`config.mk`:
```
export PLATFORM = sky130hd
export DESIGN_NAME = mult_unit_flat
export DESIGN_NICKNAME = d
export VERILOG_FILES = /design/src/rtl/arith_pkg.sv /design/src/rtl/mult_unit_if.sv /design/src/rtl/mult_step.sv /design/src/rtl/mult_unit.sv /design/src/flat_wrapper.sv
export SDC_FILE = /design/constraint.sdc
export NUM_CORES = 1
export LEC_CHECK = 0
export ABC_AREA = 1
export CAP_MARGIN = 10
export CORE_MARGIN = 10
export CORE_UTILIZATION = 30
export DETAILED_ROUTE_END_ITERATION = 6
export PLACE_DENSITY = 0.6
export SYNTH_ARGS = -nofsm -noshare
export SYNTH_HDL_FRONTEND = slang
export SYNTH_HIERARCHICAL = 1
export SYNTH_SLANG_ARGS = --single-unit
```
`constraint.sdc`:
```
create_clock -name CLK -period 2.1 [get_ports CLK]
set_input_delay 0.21 -clock CLK [delete_from_list [all_inputs] [get_ports CLK]]
set_output_delay 0.21 -clock CLK [all_outputs]
set_load 0.01 [all_outputs]
```
`src/rtl/arith_pkg.sv`:
```
// Shared arithmetic-datapath constants: FSM encodings, default operand width
// and the D_SEL code that routes the multiplier product to write-back.
package arith_pkg;

  localparam int ARITH_WIDTH = 8;

  localparam logic [1:0] ST_IDLE = 2'd0;
  localparam logic [1:0] ST_RUN  = 2'd1;
  localparam logic [1:0] ST_FIN  = 2'd2;

  // Write-back mux select codes seen by the register file.
  localparam logic [1:0] D_SEL_ALU  = 2'd0;
  localparam logic [1:0] D_SEL_DIN  = 2'd1;
  localparam logic [1:0] D_SEL_MULT = 2'd2;

  function automatic logic is_busy(input logic [1:0] st);
    return st != ST_IDLE;
  endfunction

endpackage

```
`src/rtl/mult_unit_if.sv`:
```
// Multiply handshake between the control unit (master) and mult_unit (slave).
interface mult_unit_if #(
  parameter int WIDTH = arith_pkg::ARITH_WIDTH
);
  logic               LDA;
  logic               LDQ;
  logic               MULT_EN;
  logic [WIDTH-1:0]   DIN;
  logic               BUSY;
  logic               DONE;
  logic [2*WIDTH-1:0] PRODUCT;
  logic               Z_FLAG;

  modport master (
    output LDA, LDQ, MULT_EN, DIN,
    input  BUSY, DONE, PRODUCT, Z_FLAG
  );

  modport slave (
    input  LDA, LDQ, MULT_EN, DIN,
    output BUSY, DONE, PRODUCT, Z_FLAG
  );
endinterface

```
`src/rtl/mult_step.sv`:
```
// One combinational shift-add step: conditionally add A to ACC at WIDTH+1 bits,
// then shift {sum,QW} right by one so the sum carry lands in ACC's MSB.
module mult_step #(
  parameter int WIDTH = arith_pkg::ARITH_WIDTH
) (
  input  logic [WIDTH-1:0] a_reg,
  input  logic [WIDTH-1:0] acc,
  input  logic [WIDTH-1:0] qw,
  output logic [WIDTH-1:0] acc_nxt,
  output logic [WIDTH-1:0] qw_nxt
);

  logic [WIDTH:0] sum;

  always_comb begin
    sum     = {1'b0, acc} + (qw[0] ? {1'b0, a_reg} : '0);
    acc_nxt = sum[WIDTH:1];
    qw_nxt  = {sum[0], qw[WIDTH-1:1]};
  end

endmodule

```
`src/rtl/mult_unit.sv`:
```
// Multicycle unsigned shift-add multiplier; runs WIDTH steps after MULT_EN,
// then pulses DONE for one cycle with PRODUCT = {ACC,QW}.
module mult_unit
  import arith_pkg::*;
#(
  parameter int WIDTH = ARITH_WIDTH,
  parameter int CNT_W = 4
) (
  input logic          CLK,
  input logic          RST,
  mult_unit_if.slave   bus
);

  logic [1:0]       state, state_nxt;
  logic [WIDTH-1:0] a_reg, q_reg, acc, qw;
  logic [WIDTH-1:0] acc_step, qw_step;
  logic [CNT_W-1:0] cnt;
  logic             z_reg;
  logic             last_step;

  mult_step #(.WIDTH(WIDTH)) u_step (
    .a_reg   (a_reg),
    .acc     (acc),
    .qw      (qw),
    .acc_nxt (acc_step),
    .qw_nxt  (qw_step)
  );

  assign last_step = (cnt == CNT_W'(WIDTH - 1));

  always_ff @(posedge CLK) begin
    if (RST) state <= ST_IDLE;
    else     state <= state_nxt;
  end

  always_comb begin
    state_nxt = state;
    case (state)
      ST_IDLE: if (bus.MULT_EN) state_nxt = ST_RUN;
      ST_RUN:  if (last_step)   state_nxt = ST_FIN;
      ST_FIN:                   state_nxt = ST_IDLE;
      default:                  state_nxt = ST_IDLE;
    endcase
  end

  always_comb begin
    bus.BUSY = is_busy(state);
    bus.DONE = (state == ST_FIN);
  end

  // The carry bit C is always zero after a shift, so it is folded into the
  // WIDTH+1 bit sum inside mult_step rather than held in a register.
  always_ff @(posedge CLK) begin
    if (RST) begin
      a_reg <= '0;
      q_reg <= '0;
      acc   <= '0;
      qw    <= '0;
      cnt   <= '0;
      z_reg <= 1'b1;
    end else begin
      case (state)
        ST_IDLE: begin
          if (bus.LDA) a_reg <= bus.DIN;
          if (bus.LDQ) q_reg <= bus.DIN;
          if (bus.MULT_EN) begin
            acc <= '0;
            qw  <= q_reg;
            cnt <= '0;
          end
        end
        ST_RUN: begin
          acc <= acc_step;
          qw  <= qw_step;
          cnt <= cnt + 1'b1;
          if (last_step) z_reg <= ({acc_step, qw_step} == '0);
        end
        default: ;
      endcase
    end
  end

  assign bus.PRODUCT = {acc, qw};
  assign bus.Z_FLAG  = z_reg;

endmodule

```
`src/flat_wrapper.sv`:
```
// flat-port wrapper written by rule: the top's interface ports become plain ports
module mult_unit_flat import arith_pkg::*;
#(
  parameter int WIDTH = ARITH_WIDTH,
  parameter int CNT_W = 4
)
  (CLK, RST, bus_LDA, bus_LDQ, bus_MULT_EN, bus_DIN, bus_BUSY, bus_DONE, bus_PRODUCT, bus_Z_FLAG);
  mult_unit_if #(.WIDTH(WIDTH)) bus_i ();
  input logic CLK;
  input logic RST;
  input wire logic [$bits(bus_i.LDA)-1:0] bus_LDA;
  input wire logic [$bits(bus_i.LDQ)-1:0] bus_LDQ;
  input wire logic [$bits(bus_i.MULT_EN)-1:0] bus_MULT_EN;
  input wire logic [$bits(bus_i.DIN)-1:0] bus_DIN;
  output wire logic [$bits(bus_i.BUSY)-1:0] bus_BUSY;
  output wire logic [$bits(bus_i.DONE)-1:0] bus_DONE;
  output wire logic [$bits(bus_i.PRODUCT)-1:0] bus_PRODUCT;
  output wire logic [$bits(bus_i.Z_FLAG)-1:0] bus_Z_FLAG;
  assign bus_i.LDA = bus_LDA;
  assign bus_i.LDQ = bus_LDQ;
  assign bus_i.MULT_EN = bus_MULT_EN;
  assign bus_i.DIN = bus_DIN;
  assign bus_BUSY = bus_i.BUSY;
  assign bus_DONE = bus_i.DONE;
  assign bus_PRODUCT = bus_i.PRODUCT;
  assign bus_Z_FLAG = bus_i.Z_FLAG;
  mult_unit #(.WIDTH(WIDTH), .CNT_W(CNT_W)) u_core (.CLK(CLK), .RST(RST), .bus(bus_i));
endmodule
```
==> flow_summary.toml <==
[run_status]
outcome = "finished clean"

[clock_tree]
cts_tree = "built"
cts_max_level = 2
root_buffer = "clkbuf_8"
path_clk_slew_ps = 80
cts_sinks = 39
clk_latency_ps = 290
cts_buffers = 5
clk_path_buf_depth = 2
cts_setup_buffers = 0

[pwr]
power.density_nw_per_um2 = 640
peakVddDrop_uv = 283
cellLeakagePower_nw = 1.31

[finish]
syn2layout_area_growth_pct = 22.8
final_cell_area_um2 = 2610
fin_nets = 365
final-seq-area_um2 = 781
drive_gt1_frac = 0.111
fillerInstances = 769
multi_input_area_um2 = 1120
num_antenna_cells = 0

[setup_path]
cp-start-kind = "register"
worstPathArrival_ps = 2140
ff2ff_setup_slack_ps = 210
reg2reg_depth = 15
cp_slowest_cell = "fa_2"
critical_path.cell_chain = "nand2_1, inv_1, ha_1, fa_2, nand2_1, nand2_1, nand3b_4, nand2_1, nand2_1, nand2_1, nor2_1, nand2_1, nor2_1, nand3_1, nand2_1"
path_class = "reg2reg"
path_max_fanout = 2
r2r_start = "u_core/a_reg[0]"
r2r_end = "u_core/bus.Z_FLAG"
critPathCaptureType = "register"
crit_buf_inv = 1
critical_path.most_common_cell = "nand2_1"
worstPathRequired_ps = 2340
cp_top_family = "simple AND/OR/NAND/NOR gates"
slowest_delay_ps = 360

[yosys]
synthXorXnorAreaFrac = 0.0124
ys.warnings.count = 6
async_reset_ff_frac = 0
synth_nets = 337
synthAdderAreaFrac = 0.0624
synth_compound_area_frac = 0.0629
synth_cells = 314
ys_seq_area_frac = 0.367
synth_area_per_cell_um2 = 6.77
synth_cell_type_count = 27
yosys-top-cells-count = "86 x nand2_1, 56 x nor2_1, 39 x dfxtp_1"
synth_top_area_frac = 0.367
yosys.area_share.simple = 0.388
ys_seq_elements = 39
ys.flop_type = "dfxtp_1"
synth-edff-count = 0
synth_area_leader_cell = "dfxtp_1"
synth_top_family_by_area = "simple AND/OR/NAND/NOR gates"
synthMuxAreaShare = 0
yosysMostFrequentCell = "nand2_1"
synthTopCellsByArea = "dfxtp_1 37%, nand2_1 15%, nor2_1 9.9%"
netlist_area_um2 = 2130

[min_path]
min_to = "u_core/qw[4]"
hp-start = "u_core/q_reg[4]"
hold_class = "reg2reg"
holdPathStages = 2

[timing]
tns_ps = 0
min_period_ps = 1890
hold_viol_final = 0
skew_ps = 5.52
fmax_mhz = 528
rsz0062_at_grt = "no"
slew_headroom = 0.683
final_max_slew_viol_count = 0
fin_crit_sh = 0.902
tightest_slew_ps = 475
setup_viol = 0

[place]
io_buffers = 31
place_area_um2 = 2490
gp_congestion = 0.809
place.detailed.hpwl_mm = 4.09

[die]
num_rows = 30
start_util = 0.311
fp.dieW_um = 104
core_um2 = 6830
die_h_um = 104
dieArea_um2 = 10900
io_pins = 32

[grt]
antenna_found_initial = 0
grt_pass1_vias = 1847
grt_pass1_wl_mm = 8.74
gr-total-overflow = 0
grt_max_degree = 35
grt_usage = 0.0956

[run]
max_cap_viol_count = 0

[drt]
drc_errors = 0
vias = 1881
dr.first_iter.drc_count = 130
wl_per_cell_um = 11.7
drtAntennaViolNets = 0
vias_per_cell = 4.28
drt_pre_antenna_iters = 4
drt-total-wl_mm = 5.14
## cells by family (layout without fill, tap and decap cells)
family                   Yosys count  count (layout)
AO/OA/AOI/OAI                     26              26
AND/OR/NAND/NOR                  188             188
buffers and inverters             48              77
XOR/XNOR                           3               3
adder cells (fa/ha/maj)           10              10
flip-flops                        39              39
## worst max path at each step
stage                        endpoint       startpoint  cells after the start  slack (ps)
finish              u_core/bus.Z_FLAG  u_core/a_reg[0]                     15         210
global route        u_core/bus.Z_FLAG     u_core/qw[0]                     15           3
CTS                 u_core/bus.Z_FLAG     u_core/qw[0]                     15         150
detailed placement  u_core/bus.Z_FLAG     u_core/qw[0]                     15         180
global placement    u_core/bus.Z_FLAG     u_core/qw[0]                     15         250
floorplan           u_core/bus.Z_FLAG     u_core/qw[0]                     16         120
## stage by stage
step            util  power [mW]  setup WS, ps  hold slack, ps  std cells
3_3_place_gp   0.365        1.06           250             467        431
3_5_place_dp   0.365        1.07           181             475        431
6_report       0.382        1.67           206             483        439
2_1_floorplan      -       0.983           124             282        314
4_1_cts        0.381        1.69           146             486        439
5_1_grt        0.382        1.77          2.93             510        439
## per-layer routing
metal	part of all wire	vias up	global-route usage	routed length [um]
met5	0	-	0	0
met3	0.035	5	0.0248	178
met2	0.46	27	0.155	2370
met4	0.011	0	0.0358	59
li1	-	1026	-	-
met1	0.49	823	0.118	2530
## placed cells by master (no fill, tap or decap), drive strengths merged
cell type      count
a21oi              5
buf                5
bufinv             1
clkbuf             5
clkdlybuf4s50     31
clkinv             4
dfxtp             39
fa                 1
ha                 9
inv               31
nand2             93
nand3             29
nand3b             2
nand4              1
nor2              61
o21ai             21
or2                2
xnor2              2
xor2               1
## final cells by class
cell class / count / share of cell area
Clock buffer: 5 / 0.0264
Clock inverter: 3 / 0.0168
Inverter: 33 / 0.0484
Multi-Input combinational cell: 227 / 0.430
Sequential cell: 39 / 0.299
Tap cell: 96 / 0.0460
Timing Repair Buffer: 36 / 0.133
## report_power, final
group          switching [mW]  internal [mW]
combinational           0.136         0.0973
sequential             0.0325          0.781
clock                   0.271          0.354
total                   0.439           1.23
## worst register-to-register path, cell delays in order, from the launching register on
cell,delay [ps]
dfxtp_1,320
nand2_1,60
inv_1,40
ha_1,200
fa_2,360
nand2_1,80
nand2_1,100
nand3b_4,90
nand2_1,60
nand2_1,70
nand2_1,60
nor2_1,120
nand2_1,70
nor2_1,80
nand3_1,80
nand2_1,50
## repair_timing
| item | in CTS | in global routing |
|---|---|---|
| resized for setup | 0 | 2 |
| hold buffers | 0 | 0 |
| setup endpoints to repair | 0 | 1 |
(Power assumes the default switching activity.)
